**config.mk**
```make
export PLATFORM = sky130hd
export DESIGN_NAME = mem_port_arbiter
export DESIGN_NICKNAME = d
export VERILOG_FILES = /design/src/rtl/mem_arb_pkg.sv /design/src/rtl/mem_port_arbiter_rr_pick.sv /design/src/rtl/mem_port_arbiter.sv
export SDC_FILE = /design/constraint.sdc
export NUM_CORES = 1
export LEC_CHECK = 0
export ABC_CLOCK_PERIOD_IN_PS = 6200
export BUFFER_PORTS_ARGS = -buffer_cell sky130_fd_sc_hd__buf_2
export CAP_MARGIN = 20
export CORE_MARGIN = 3
export CORE_UTILIZATION = 52
export CTS_CLUSTER_SIZE = 20
export DETAILED_ROUTE_END_ITERATION = 16
export PLACE_DENSITY = 0.86
export SETUP_SLACK_MARGIN = 0.4
export SLEW_MARGIN = 20
export SYNTH_ARGS = -nofsm -noshare
export SYNTH_HDL_FRONTEND = slang
export SYNTH_SLANG_ARGS = --single-unit
```
**constraint.sdc**
```tcl
create_clock -name clk -period 6.2 [get_ports clk]
set_input_delay 0.62 -clock clk [delete_from_list [all_inputs] [get_ports clk]]
set_output_delay 0.62 -clock clk [all_outputs]
set_load 0.005 [all_outputs]
```
**src/rtl/mem_arb_pkg.sv**
```systemverilog
// ---------------------------------------------------------------------------
// mem_arb_pkg: shared types and constants for the main-memory port arbiter.
// Rev 1.0
// ---------------------------------------------------------------------------
`default_nettype none

package mem_arb_pkg;

  localparam int NUM_PORTS     = 2;
  localparam int BURST_LEN_DEF = 8;

  typedef logic port_t;

  typedef enum logic [1:0] {
    ARB   = 2'd0,
    ISSUE = 2'd1,
    WAIT  = 2'd2
  } arb_state_t;

  function automatic logic [NUM_PORTS-1:0] onehot(input port_t p);
    logic [NUM_PORTS-1:0] v;
    v    = '0;
    v[p] = 1'b1;
    return v;
  endfunction

endpackage

`default_nettype wire

```
**src/rtl/mem_port_arbiter_rr_pick.sv**
```systemverilog
// ---------------------------------------------------------------------------
// rr_pick: two-way winner selection; MEM_PORT_ARB_RR_EN enables round-robin.
// Rev 1.0
// ---------------------------------------------------------------------------
`default_nettype none

module rr_pick
  import mem_arb_pkg::*;
(
  input  logic [NUM_PORTS-1:0] req,
`ifdef MEM_PORT_ARB_RR_EN
  input  port_t                ptr,
`endif
  output logic                 valid,
  output port_t                win
);

  always_comb begin
    valid = |req;
`ifdef MEM_PORT_ARB_RR_EN
    // On contention the pointer decides; otherwise the lone requester wins.
    if (req[0] && req[1]) begin
      win = ptr;
    end else begin
      win = req[1];
    end
`else
    win = !req[0];
`endif
  end

endmodule

`default_nettype wire

```
**src/rtl/mem_port_arbiter.sv**
```systemverilog
// ---------------------------------------------------------------------------
// mem_port_arbiter: per-transaction arbiter of one main-memory port between
// two requesters. Build macro MEM_PORT_ARB_RR_EN selects round-robin priority.
// Rev 1.0
// ---------------------------------------------------------------------------
`default_nettype none

module mem_port_arbiter
  import mem_arb_pkg::*;
#(
  parameter int ADDR_W    = 16,
  parameter int DATA_W    = 32,
  parameter int BURST_LEN = BURST_LEN_DEF
) (
  input  logic                              clk,
  input  logic                              rst,
  input  logic [NUM_PORTS-1:0]              req_i,
  input  logic [NUM_PORTS-1:0]              we_i,
  input  logic [NUM_PORTS-1:0]              burst_i,
  input  logic [NUM_PORTS-1:0][ADDR_W-1:0]  addr_i,
  input  logic [NUM_PORTS-1:0][DATA_W-1:0]  wdata_i,
  output logic [NUM_PORTS-1:0]              gnt_o,
  output logic [NUM_PORTS-1:0]              rvalid_o,
  output logic [DATA_W-1:0]                 rdata_o,
  output logic [3:0]                        beat_o,
  output logic [NUM_PORTS-1:0]              done_o,
  output logic                              mem_req,
  output logic                              mem_we,
  output logic [ADDR_W-1:0]                 mem_addr,
  output logic [DATA_W-1:0]                 mem_wdata,
  input  logic                              mem_ready,
  input  logic                              mem_done,
  input  logic [DATA_W-1:0]                 mem_rdata
);

  localparam logic [3:0] c_burst_last = 4'(BURST_LEN - 1);

  arb_state_t          r_state, w_state_nxt;
  port_t               r_port, w_port_nxt;
  logic                r_we, w_we_nxt;
  logic                r_burst, w_burst_nxt;
  logic [ADDR_W-1:0]   r_base, w_base_nxt;
  logic [DATA_W-1:0]   r_wdata, w_wdata_nxt;
  logic [3:0]          r_beat, w_beat_nxt;
  logic [3:0]          w_last;

  logic [NUM_PORTS-1:0] w_gnt_nxt, w_rvalid_nxt, w_done_nxt;
  logic [DATA_W-1:0]    w_rdata_nxt;
  logic [3:0]           w_beat_o_nxt;
  logic                 w_mem_req_nxt, w_mem_we_nxt;
  logic [ADDR_W-1:0]    w_mem_addr_nxt;
  logic [DATA_W-1:0]    w_mem_wdata_nxt;

  logic  w_pick_valid;
  port_t w_pick;

`ifdef MEM_PORT_ARB_RR_EN
  port_t r_ptr, w_ptr_nxt;
`endif

  rr_pick u_pick (
    .req   (req_i),
`ifdef MEM_PORT_ARB_RR_EN
    .ptr   (r_ptr),
`endif
    .valid (w_pick_valid),
    .win   (w_pick)
  );

  // Writes and plain reads are single-beat; only a read burst runs long.
  assign w_last = (!r_we && r_burst) ? c_burst_last : 4'd0;

  always_comb begin
    w_state_nxt     = r_state;
    w_port_nxt      = r_port;
    w_we_nxt        = r_we;
    w_burst_nxt     = r_burst;
    w_base_nxt      = r_base;
    w_wdata_nxt     = r_wdata;
    w_beat_nxt      = r_beat;
    w_gnt_nxt       = '0;
    w_rvalid_nxt    = '0;
    w_done_nxt      = '0;
    w_rdata_nxt     = rdata_o;
    w_beat_o_nxt    = beat_o;
    w_mem_req_nxt   = mem_req;
    w_mem_we_nxt    = mem_we;
    w_mem_addr_nxt  = mem_addr;
    w_mem_wdata_nxt = mem_wdata;
`ifdef MEM_PORT_ARB_RR_EN
    w_ptr_nxt       = r_ptr;
`endif

    case (r_state)
      ARB: begin
        if (w_pick_valid) begin
          w_port_nxt      = w_pick;
          w_we_nxt        = we_i[w_pick];
          w_burst_nxt     = burst_i[w_pick];
          w_base_nxt      = addr_i[w_pick];
          w_wdata_nxt     = wdata_i[w_pick];
          w_beat_nxt      = 4'd0;
          w_gnt_nxt       = onehot(w_pick);
          w_mem_req_nxt   = 1'b1;
          w_mem_we_nxt    = we_i[w_pick];
          w_mem_addr_nxt  = addr_i[w_pick];
          w_mem_wdata_nxt = wdata_i[w_pick];
          w_state_nxt     = ISSUE;
        end
      end

      ISSUE: begin
        if (mem_ready) begin
          w_mem_req_nxt = 1'b0;
          w_state_nxt   = WAIT;
        end
      end

      WAIT: begin
        if (mem_done) begin
          if (!r_we) begin
            w_rvalid_nxt = onehot(r_port);
            w_rdata_nxt  = mem_rdata;
            w_beat_o_nxt = r_beat;
          end
          if (r_beat < w_last) begin
            // Address arithmetic wraps naturally at ADDR_W bits.
            w_beat_nxt     = r_beat + 4'd1;
            w_mem_req_nxt  = 1'b1;
            w_mem_addr_nxt = r_base + ADDR_W'(r_beat + 4'd1);
            w_state_nxt    = ISSUE;
          end else begin
            w_done_nxt  = onehot(r_port);
            w_state_nxt = ARB;
`ifdef MEM_PORT_ARB_RR_EN
            w_ptr_nxt   = !r_port;
`endif
          end
        end
      end

      default: w_state_nxt = ARB;
    endcase
  end

  always_ff @(posedge clk or negedge rst) begin
    if (!rst) begin
      r_state   <= ARB;
      r_port    <= 1'b0;
      r_we      <= 1'b0;
      r_burst   <= 1'b0;
      r_base    <= '0;
      r_wdata   <= '0;
      r_beat    <= 4'd0;
      gnt_o     <= '0;
      rvalid_o  <= '0;
      done_o    <= '0;
      rdata_o   <= '0;
      beat_o    <= 4'd0;
      mem_req   <= 1'b0;
      mem_we    <= 1'b0;
      mem_addr  <= '0;
      mem_wdata <= '0;
`ifdef MEM_PORT_ARB_RR_EN
      r_ptr     <= 1'b0;
`endif
    end else begin
      r_state   <= w_state_nxt;
      r_port    <= w_port_nxt;
      r_we      <= w_we_nxt;
      r_burst   <= w_burst_nxt;
      r_base    <= w_base_nxt;
      r_wdata   <= w_wdata_nxt;
      r_beat    <= w_beat_nxt;
      gnt_o     <= w_gnt_nxt;
      rvalid_o  <= w_rvalid_nxt;
      done_o    <= w_done_nxt;
      rdata_o   <= w_rdata_nxt;
      beat_o    <= w_beat_o_nxt;
      mem_req   <= w_mem_req_nxt;
      mem_we    <= w_mem_we_nxt;
      mem_addr  <= w_mem_addr_nxt;
      mem_wdata <= w_mem_wdata_nxt;
`ifdef MEM_PORT_ARB_RR_EN
      r_ptr     <= w_ptr_nxt;
`endif
    end
  end

endmodule

`default_nettype wire

```
# After elaboration in Yosys (flattened, before gate mapping)

Cells that the tools add are included.

Flip-flop bits (word level): 116
Bits of input ports: 138
Output and inout port bits: 92
Logic and storage cells: 82

$add $sub $neg: 3
Magnitude comparators: 5
Eq/ne operators: 6
Mux-type cells: 39
Bitwise gates (word level): 1
Reductions and logical operators: 14

Operators with widths:

| cell                                                                  | count |
|---|---|
| 16-bit 2-to-1 mux                                                     | 5 |
| 32-bit 2-to-1 mux                                                     | 2 |
| 16-bit case mux with 2 select lines                                   | 1 |
| 2-bit 2-to-1 mux                                                      | 11 |
| 16-bit by 5-bit adder with 16-bit output                              | 1 |
| 4-bit 2-to-1 mux                                                      | 3 |
| 1-bit 2-to-1 mux                                                      | 11 |
| 4-bit case mux with 2 select lines                                    | 1 |
| 2-bit inequality test (second input constant)                         | 3 |
| 2-bit case mux with 3 select lines                                    | 1 |
| 3-bit AND reduction                                                   | 2 |
| 4-bit by 1-bit adder with 5-bit output (second input constant)        | 1 |
| 5-bit AND reduction                                                   | 1 |
| 4-bit by 1-bit adder with 4-bit output (second input constant)        | 1 |
| 1-bit by 2-bit < comparator with 1-bit output (second input constant) | 2 |
| 4-bit by 3-bit < comparator with 1-bit output                         | 1 |
| 4-bit AND reduction                                                   | 1 |
| 1-bit logical AND                                                     | 3 |
| 3-bit 2-to-1 mux                                                      | 1 |
| 1-bit case mux with 3 select lines                                    | 1 |
| 3-bit nonzero test                                                    | 1 |
| 1-bit demux with 1-bit select                                         | 2 |
| 2-bit by 1-bit == test with 1-bit output (second input constant)      | 1 |
| 2-bit == test (second input constant)                                 | 1 |
| 8 further kinds                                                       | 10 |

# Depth between registers and ports, before layout

Gate-level depths: netlist (run 1).

Depth after elaboration: 7
Mapped depth: 9
Depth with buffers taken out: 9

# Cells and area by module

From an unflattened synthesis (run 1), not the netlist that was laid out.

Cells, all modules: 474
Area total of the unflattened synthesis: 5,380.2 um^2

By module, submodules not included:

| module           | times used | cells each | area each (um^2) | seq. area each (um^2) |
|---|---|---|---|---|
| mem_port_arbiter | 1          | 472        | 5,370.2          | 2,902.8 |
| rr_pick          | 1          | 2          | 10.0             | 0.0 |

# Worst setup path after synthesis (run 1)

No wires, ideal clock.

Path kind: reg2reg
Start: reg r_we
End: reg r_beat[2]
Setup time: 0.124 ns
Arrival time: 2.223 ns
Data required time: 6.076 ns
Slack: 3.853 ns
Stages on the path, launching flop included: 9
Buffers on the path: 1
Period minus slack after synthesis: 2.347 ns
Cells stage by stage: dfrtp_1 -> nand2b_1 -> ha_1 -> or4b_4 -> a2111oi_4 -> nor2_1 -> buf_2 -> o21ai_1 -> o21ai_1

Cells in the longest elaborated chain, start to end: 6

Ends and longest elaborated chain:

| element                                       | line                    | text |
|---|---|---|
| from (decl)                                   | mem_port_arbiter.sv:40  | `logic r_we, w_we_nxt;` |
| from (signal assigned)                        | mem_port_arbiter.sv:170 | `r_we <= w_we_nxt;` |
| 1-bit logical NOT                             | -                       |  |
| 1-bit logical AND                             | mem_port_arbiter.sv:71  | `assign w_last = (!r_we && r_burst) ? c_burst_last : 4'd0;` |
| 3-bit 2-to-1 mux                              | mem_port_arbiter.sv:71  |  |
| 4-bit by 3-bit < comparator with 1-bit output | mem_port_arbiter.sv:126 | `if (r_beat < w_last) begin` |
| 2-bit inequality test (no line)               | -                       |  |
| 4-bit AND reduction (no line)                 | -                       |  |
| to (signal assigned)                          | mem_port_arbiter.sv:174 | `r_beat <= w_beat_nxt;` |
| to (decl)                                     | mem_port_arbiter.sv:44  | `logic [3:0] r_beat, w_beat_nxt;` |

Every way passes these cells.
A chain may end at the register's enable or synchronous reset.

# Worst setup path after layout (run 1)

Start: reg r_we
End: reg mem_addr[15]

Cells in the longest elaborated chain, start to end: 6

Ends and longest elaborated chain:

| element                                       | line                    | text |
|---|---|---|
| 1-bit logical NOT                             | -                       |  |
| 1-bit logical AND                             | mem_port_arbiter.sv:71  |  |
| 3-bit 2-to-1 mux                              | mem_port_arbiter.sv:71  |  |
| 4-bit by 3-bit < comparator with 1-bit output | mem_port_arbiter.sv:126 |  |
| 2-bit inequality test (no line)               | -                       |  |
| 4-bit AND reduction (no line)                 | -                       |  |
| to (signal assigned)                          | mem_port_arbiter.sv:182 | `mem_addr <= w_mem_addr_nxt;` |
| to (decl)                                     | mem_port_arbiter.sv:29  | `output logic [ADDR_W-1:0] mem_addr,` |

Every way passes these cells.

==> results of run 1 <==
-- registers in the layout, indices dropped and copies added, names as in the netlist, 2 cells and up --
register   count
beat_o         4
rvalid_o       2
done_o         2
r_beat         4
gnt_o          2
rdata_o       32
r_state        2
mem_wdata     32
mem_addr      16
r_base        16
-- cell usage after synthesis, drive strengths merged, types with 2 or more instances --
library cell	count
a21o	4
or2	2
mux2i	51
and2	2
buf	10
xnor2	4
nand4	2
dfrtp	116
inv	5
clkbuf	19
a211oi	3
nor3	4
o21a	9
nor2b	2
a21boi	2
nand3	8
xor2	6
mux2	37
a31oi	2
and4	2
nand2	30
a21oi	59
ha	7
o21ai	20
nor2	61
nand2b	3
-- critical path: stages (launching register included) --
cell       delay [ns]
dfrtp_1          0.45
nand2b_1         0.21
ha_1             0.20
or4b_4           0.52
a2111oi_4        0.64
nor2_1           0.37
nor4_1           0.36
a311oi_1         0.08
-- worst min-delay path by stage --
stage | startpoint | end | slack [ns] | cells after the start
floorplan | rst | beat_o[0] | 0.32 | 0
global placement | mem_addr[0] | mem_addr[0] | 0.46 | 2
detailed placement | mem_addr[0] | mem_addr[0] | 0.46 | 2
CTS | rst | rdata_o[30] | 0.07 | 1
global route | rst | rdata_o[30] | 0.08 | 1
finish | rst | rdata_o[30] | 0.07 | 1
-- layout make-up --
class                      count  share of cell area (%)
sequential                   116                    40.6
multi-input combinational    338                    32.6
timing repair buffer         231                    16.3
clock buffer                  23                    6.39
tap                          133                    2.33
clock inverter                 9                    1.45
inverter                       5                   0.263
-- routing by layer --
metal  track usage (%)  share of wire, %  vias up
li1                  -                 -     2160
met1              29.2                38     2178
met2              42.9                54      181
met3              5.82               6.0       27
met4              7.84               2.0        0
met5                 0                 0        -
-- power by group --
| part | internal (mW) | leakage, nW | total, mW | switching [mW] |
|---|---|---|---|---|
| Sequential | 1.10 | 1.37 | 1.32 | 0.229 |
| Clock | 0.590 | 0.272 | 0.919 | 0.329 |
| Combinational | 0.569 | 1.94 | 1.20 | 0.635 |
-- cells by family after synthesis --
family,after synthesis
multiplexers,88
adder cells (fa/ha/maj),8
AO/OA/AOI/OAI,108
AND/OR/NAND/NOR,124
XOR/XNOR,10
buffers and inverters,34
flip-flops,116
==> impl_metrics.env, run 1 <==
export IMPL_grt_max_degree=103
export IMPL_setup_viol=0
export IMPL_mostFrequentLayoutCells="228 x buf_2, 116 x dfrtp_1, 60 x nor2_1"
export IMPL_synth_net_count=634
export IMPL_async_flop_share_pct=100
export IMPL_startpoint="r_we"
export IMPL_wirelength_um=14100
export IMPL_gp_congestion=0.832
export IMPL_dominantRegCellSynth="dfrtp_1"
export IMPL_gr_total_overflow=0
export IMPL_synth_simple_gate_area_share_pct=10.3
export IMPL_synth_ff_latch_count=116
export IMPL_placed_cells=823
export IMPL_drc=0
export IMPL_yosys_area_share_adder_pct=2.00
export IMPL_cts_tree="built"
export IMPL_cap_viol_max_count=0
export IMPL_dpl_cell_area_mm2=0.00658
export IMPL_vdd_drop_max_v=0.000254
export IMPL_root_buffer="clkbuf_8"
export IMPL_layout_commonest_cell="buf_2"
export IMPL_nets=855
export IMPL_status="complete, no violations"
export IMPL_syn_instance_count=488
export IMPL_layout_core_utilization_pct=72.1
export IMPL_ant_nets=0
export IMPL_crit_type="flop to flop"
export IMPL_dr_pass1_iters=5
export IMPL_postCtsHoldBufs=0
export IMPL_stdcell_area_mm2=0.00714
export IMPL_dpl_hpwl_um=10300
export IMPL_worstHoldPathType="primary input to asynchronous set/reset pin"
export IMPL_core_area_mm2=0.00991
export IMPL_ioPinCount=230
export IMPL_crit_fanout=13
export IMPL_post_cts_buffers=0
export IMPL_synth_warning_count=0
export IMPL_startpoint_type="flop"
export IMPL_finalHoldViolCount=0
export IMPL_timing_rr_end="mem_addr[15]"
export IMPL_die_y_um=108
export IMPL_r2r_slack_ns=3.24
export IMPL_die_w_um=108
export IMPL_synthXorXnorAreaFrac_pct=1.63
export IMPL_synthesis_area_mm2=0.00537
export IMPL_diodes=0
export IMPL_dieArea_mm2=0.0116
export IMPL_yosysSeqAreaShare_pct=54.0
export IMPL_critPathCaptureType="flop"
export IMPL_multi_input_area_mm2=0.00233
export IMPL_ctsResizeCount=0
export IMPL_leakage_nw=3.58
export IMPL_r2r_start="r_we"
export IMPL_r2r_cells=7
export IMPL_vias_per_cell=5.32
export IMPL_endpoint="mem_addr[15]"
export IMPL_final_setup_skew_ns=0.00632
export IMPL_path_clk_slew_ns=0.06
export IMPL_clock_path_buffers=2
export IMPL_routed_via_count=4546
export IMPL_synth_compound_area_share_pct=11.9
export IMPL_fin_tns_setup_ns=0
export IMPL_cts_max_level=4
export IMPL_postSynthAreaPerCell_um2=11.0
export IMPL_cts_sinks=116
export IMPL_io_buffers=229
export IMPL_grt_usage_pct=24.3
export IMPL_worstPathArrival_ns=3.33
export IMPL_rows=36
export IMPL_clock_latency_ns=0.50
export IMPL_synth_top_family_by_area="multiplexers"
export IMPL_fmax_mhz=338
export IMPL_synth_edf_count=0
export IMPL_cts_buffers=17
export IMPL_tightest_slew_ns=0.988
export IMPL_drive_above_1_share_pct=42.0
export IMPL_finalWorstSetupSlack_ns=3.24
export IMPL_synthTopCellsByArea="dfrtp_1 54%, mux2i_1 9.5%, mux2_2 7.8%, a21oi_1 5.5%, nor2_1 4.3%"
export IMPL_yosysUniqueCellTypes=49
export IMPL_regArea_mm2=0.00290
export IMPL_drtIter0Drc=214
export IMPL_rsz0062_at_grt="false"
export IMPL_antenna_found_initial=0
export IMPL_hold_ws_ns=0.0662
export IMPL_wl_per_cell_um=16.4
export IMPL_grt_pass1_wl_um=22000
export IMPL_initial_core_util_pct=54.2
export IMPL_finalPower_mw=3.45
export IMPL_slew_headroom_pct=34.0
export IMPL_power_density_mw_per_mm2=483
export IMPL_synthMuxAreaShare_pct=17.3
export IMPL_synth_top_area_share_pct=54.0
export IMPL_fillers=721
export IMPL_cp_data_required_time_ns=6.57
export IMPL_stdcell_count=855
export IMPL_place_ws_ns=3.28
export IMPL_grt_pass1_vias=4636
export IMPL_period_needed_ns=2.96
export IMPL_fin_crit_sh_pct=47.8
export IMPL_yosys_area_top_type="dfrtp_1"
export IMPL_report_final_slew_viol_count=0
export IMPL_area_growth_pct=32.9
No activity file was read; power rests on OpenSTA's default activity.
==> inputs of run 2 (changes only) <==
- ABC_CLOCK_PERIOD_IN_PS: 6200 -> 2700
- CORE_UTILIZATION: 52 -> 43
- PLACE_DENSITY: 0.86 -> 0.76
- clock period: 6.2 -> 2.7 ns (I/O delays scaled with it)
==> impl_metrics.env, run 2 (synthesis gave the netlist of run 1 again) <==
export IMPL_ioPinCount=230
export IMPL_stdcell_area_mm2=0.00761
export IMPL_cap_viol_max_count=0
export IMPL_initial_core_util_pct=44.4
export IMPL_clock_path_buffers=2
export IMPL_crit_fanout=7
export IMPL_cts_sinks=116
export IMPL_crit_path_cell_trace="nand2b_4 > ha_4 > or4b_4 > a2111oi_4 > buf_4 > buf_6 > nor2_4 > mux2_4"
export IMPL_max_stage_delay_ns=0.53
export IMPL_final_setup_skew_ns=0.00903
export IMPL_leakage_nw=3.77
export IMPL_drc=0
export IMPL_dieArea_mm2=0.0139
export IMPL_core_area_mm2=0.0121
export IMPL_critPathCaptureType="flop"
export IMPL_die_y_um=118
export IMPL_dpl_cell_area_mm2=0.00673
export IMPL_ant_nets=0
export IMPL_status="complete, no violations"
export IMPL_cts_tree="built"
export IMPL_fin_tns_setup_ns=0
export IMPL_io_buffers=229
export IMPL_worstHoldPathType="primary input to flop"
export IMPL_grt_pass1_vias=4755
export IMPL_startpoint_type="flop"
export IMPL_grt_pass1_wl_um=23200
export IMPL_dr_pass1_iters=4
export IMPL_slew_headroom_pct=50.9
export IMPL_finalHoldViolCount=0
export IMPL_reg_top3="mem_wdata: 32 flops, rdata_o: 32 flops"
export IMPL_wirelength_um=14400
export IMPL_crit_type="flop to flop"
export IMPL_die_w_um=118
export IMPL_wl_per_cell_um=15.8
export IMPL_cts_max_level=4
export IMPL_drive_above_1_share_pct=46.0
export IMPL_cts_buffers=17
export IMPL_root_buffer="clkbuf_16"
export IMPL_path_clk_slew_ns=0.06
export IMPL_fmax_mhz=430
export IMPL_layout_commonest_cell="buf_2"
export IMPL_grt_usage_pct=20.6
export IMPL_routed_via_count=4607
export IMPL_clock_latency_ns=0.41
export IMPL_mostFrequentLayoutCells="228 x buf_2, 114 x dfrtp_1, 58 x nor2_1, 58 x a21oi_1, 51 x mux2i_1"
export IMPL_area_growth_pct=41.7
export IMPL_power_density_mw_per_mm2=1140
export IMPL_rsz0062_at_grt="true"
export IMPL_period_needed_ns=2.33
export IMPL_fin_crit_sh_pct=86.2
export IMPL_rows=40
export IMPL_diodes=0
export IMPL_drtIter0Drc=260
export IMPL_nets=874
export IMPL_tightest_slew_ns=0.736
export IMPL_gp_congestion=0.848
export IMPL_setup_viol=0
export IMPL_report_final_slew_viol_count=0
export IMPL_vdd_drop_max_v=0.000484
export IMPL_antenna_found_initial=1
export IMPL_grt_max_degree=62
export IMPL_vias_per_cell=5.07
export IMPL_worstPathArrival_ns=2.61
export IMPL_gr_total_overflow=0
export IMPL_dpl_hpwl_um=10100
export IMPL_critPathSlowestCell="or4b_4"
export IMPL_cp_data_required_time_ns=2.98
run 2: changes by cell type in the layout (fill, tap and decap cells not counted), moves of 2 or more:
| cell | change |
|---|---|
| bufinv_16 | +3 |
| o21ai_2 | +5 |
| buf_6 | +2 |
| nand2_1 | -2 |
| nor2_1 | -2 |
| o21ai_0 | -6 |
| clkinv_2 | -4 |
| clkbuf_8 | +2 |
| buf_4 | +8 |
| dfrtp_1 | -2 |
| buf_12 | +5 |
| nor2_2 | +2 |
| dfrtp_2 | +2 |
run 2: path summary, 6_finish.rpt:
check	from	cells after the start	end	slack [ns]
min reg2reg	mem_addr[7]	2	mem_addr[7]	0.48
max	r_we	8	r_beat[0]	0.37
max in group asynchronous	rst	3	r_we	1.41
min	mem_rdata[31]	2	rdata_o[31]	0.09
min in group asynchronous	rst	2	rdata_o[28]	0.46
max reg2reg	r_we	8	r_beat[0]	0.37
run 2: cell type report:
class / instances / area, um^2
Clock buffer: 25 / 505
Clock inverter: 7 / 166
Fill cell: 1003 / 4500
Inverter: 5 / 18.8
Multi-Input combinational cell: 341 / 2450
Sequential cell: 116 / 2910
Tap cell: 168 / 210
Timing Repair Buffer: 247 / 1360
run 2: what timing repair did:
item | 4_1_cts | 5_1_grt
pin swaps | 1 | 13
cloned | 2 | 1
endpoints found under the hold margin | 55 | 0
hold buffers | 1 | 0
resized for setup | 5 | 25
setup endpoints to repair | 18 | 20
setup buffers | 4 | 5
run 2: per-layer routing:
metal	routed length (um)	up-vias	share of wire, %	GRT usage [%]
met1	5610	2204	39	24.0
met4	284	2	2.0	8.50
met5	13	-	0.090	0
li1	-	2201	-	-
met3	922	24	6.4	6.15
met2	7560	176	53	35.4
run 2: power by group:
group | switching (mW) | total [mW] | internal [mW]
registers | 0.544 | 3.06 | 2.52
clock network | 0.761 | 2.53 | 1.76
logic | 1.57 | 3.08 | 1.52
total | 2.87 | 8.67 | 5.80
run 2: stage by stage:
step                      instances  hold slack (ns)  setup slack [ns]  power, mW  utilization (%)
final                           909           0.0939             0.372       8.67             62.9
after global routing            909           0.0853             0.288       9.23             62.9
after CTS                       903           0.0831             0.391       8.51             61.7
after detailed placement        864            0.373             0.231       5.89             55.6
after global placement          864            0.361             0.325       5.74             55.6
after floorplan                 488          -0.0256             0.413       4.70                -
run 2: critical path: cells and delay by family, from the launching register on:
family | cells | cell delay, ns
AOI/OAI and AO/OA | 1 | 0.35
adders and majority gates | 1 | 0.16
buffers and inverters | 2 | 0.27
DFF | 1 | 0.40
muxes | 1 | 0.28
and+or+nand+nor | 3 | 0.74
==> inputs of run 3 (changes only) <==
- ABC_CLOCK_PERIOD_IN_PS: 2700 -> 1900
- SETUP_SLACK_MARGIN: 0.4 -> 0.05
- clock period: 2.7 -> 1.9 ns (I/O delays scaled with it)
==> impl_metrics.env, run 3 (synthesis gave the netlist of run 1 again) <==
export IMPL_status="finished, violations left"
export IMPL_failed_checks="setup timing"
export IMPL_crit_buf_inv=1
export IMPL_vdd_drop_max_v=0.000753
export IMPL_timing_rr_end="r_beat[0]"
export IMPL_drive_above_1_share_pct=48.5
export IMPL_grt_max_degree=49
export IMPL_cap_viol_max_count=0
export IMPL_vias_per_cell=5.03
export IMPL_cts_sinks=116
export IMPL_setup_viol=23
export IMPL_rsz0062_at_grt="true"
export IMPL_r2r_start="r_we"
export IMPL_place_ws_ns=-0.372
export IMPL_cp_data_required_time_ns=2.19
export IMPL_layout_commonest_cell="buf_2"
export IMPL_r2r_slack_ns=-0.35
export IMPL_rows=40
export IMPL_r2r_cells=7
export IMPL_initial_core_util_pct=44.4
export IMPL_power_density_mw_per_mm2=1590
export IMPL_gp_congestion=0.850
export IMPL_worstHoldPathType="primary input to flop"
export IMPL_wl_per_cell_um=15.9
export IMPL_clock_latency_ns=0.40
export IMPL_wirelength_um=15000
export IMPL_dieArea_mm2=0.0139
export IMPL_crit_type="flop to flop"
export IMPL_hold_start="mem_rdata[24]"
export IMPL_cts_max_level=4
export IMPL_crit_path_cell_trace="nand2b_4 > ha_4 > or4b_4 > a2111oi_4 > buf_4 > nor2_4 > mux2_4"
export IMPL_period_needed_ns=2.25
export IMPL_antenna_found_initial=0
export IMPL_root_buffer="clkbuf_16"
export IMPL_nets=906
export IMPL_stdcell_count=939
export IMPL_tightest_slew_ns=0.590
export IMPL_diodes=0
export IMPL_fmax_mhz=445
export IMPL_gr_total_overflow=0
export IMPL_path_clk_slew_ns=0.05
export IMPL_final_setup_skew_ns=0.00641
export IMPL_fin_crit_sh_pct=118
export IMPL_grt_usage_pct=21.3
export IMPL_leakage_nw=3.92
export IMPL_crit_fanout=5
export IMPL_startpoint_type="flop"
export IMPL_stdcell_area_mm2=0.00795
export IMPL_critPathSlowestCell="or4b_4"
export IMPL_finalHoldViolCount=0
export IMPL_die_w_um=118
export IMPL_clock_path_buffers=2
export IMPL_max_stage_delay_ns=0.50
export IMPL_reg_top3="mem_wdata: 32 flops, rdata_o: 32 flops"
export IMPL_placed_cells=891
export IMPL_drtIter0Drc=199
export IMPL_report_final_slew_viol_count=0
export IMPL_ioPinCount=230
export IMPL_grt_pass1_wl_um=23900
export IMPL_die_y_um=118
export IMPL_fin_tns_setup_ns=-6.22
export IMPL_dpl_hpwl_um=10800
export IMPL_core_area_mm2=0.0121
export IMPL_drc=0
export IMPL_cp_top_family="simple AND/OR/NAND/NOR gates"
export IMPL_mostFrequentLayoutCells="228 x buf_2, 116 x dfrtp_1, 55 x nor2_1"
export IMPL_routed_via_count=4722
export IMPL_finalWorstSetupSlack_ns=-0.346
export IMPL_worstPathArrival_ns=2.53
export IMPL_cts_buffers=17
export IMPL_slew_headroom_pct=60.6
export IMPL_finalPower_mw=12.7
export IMPL_ant_nets=0
export IMPL_dr_pass1_iters=6
export IMPL_grt_pass1_vias=4846
export IMPL_dpl_cell_area_mm2=0.00698
export IMPL_worstHoldEndpoint="rdata_o[24]"
export IMPL_hold_depth=2
export IMPL_cts_tree="built"
export IMPL_io_buffers=229
export IMPL_critPathCaptureType="flop"
export IMPL_area_growth_pct=47.9
-- run 3: cell types whose count changed in the layout (fill, tap and decap cells not counted), moves of 3 or more --
cell and change:
nor2_1 -3, a21oi_1 -8, nor2_4 +4, o21ai_0 -3, o21ai_4 +3, dlygate4sd3_1 +10, buf_4 +21, a21oi_2 +8
-- run 3: what timing repair did --
item | in CTS | in global routing
cloned | 0 | 2
endpoints found under the setup margin | 22 | 24
setup buffers | 3 | 3
pin swaps | 1 | 7
hold endpoints to repair | 43 | 1
hold buffers | 10 | 1
gates resized for setup | 13 | 29
-- run 3: worst max path at each step --
stage	startpoint	to	slack, ns	cells after the start
floorplan	r_we	mem_addr[3]	-0.38	8
finish	r_we	r_beat[0]	-0.35	7
CTS	r_we	r_beat[0]	-0.32	7
global placement	r_we	mem_addr[9]	-0.27	8
detailed placement	r_we	mem_addr[13]	-0.37	8
global route	r_we	r_beat[0]	-0.43	7
-- run 3: final cells by class --
class / count / area, um^2
tap: 168 / 210
sequential: 116 / 2900
fill: 948 / 4160
clock buffer: 23 / 498
multi-input combinational: 339 / 2520
clock inverter: 7 / 121
inverter: 5 / 18.8
timing repair buffer: 281 / 1680
-- run 3: through the flow --
stage	util (%)	hold WS (ns)
final	65.6	0.0197
after global routing	65.6	0.00237
after CTS	64.1	0.000199
after detailed placement	57.7	0.183
after global placement	57.7	0.173
after floorplan	-	-0.106
-- run 3: layer usage --
metal	up-vias	part of all wire [%]	global-route usage, %
li1	2270	-	-
met1	2235	39	24.3
met2	178	53	37.8
met3	39	5.5	5.72
met4	0	2.7	8.72
met5	-	0	0
-- run 3: power by group --
group	internal [mW]	leakage, nW	switching (mW)
sequential	3.57	1.37	0.774
combinational	2.54	2.26	2.46
clock	2.22	0.294	1.10
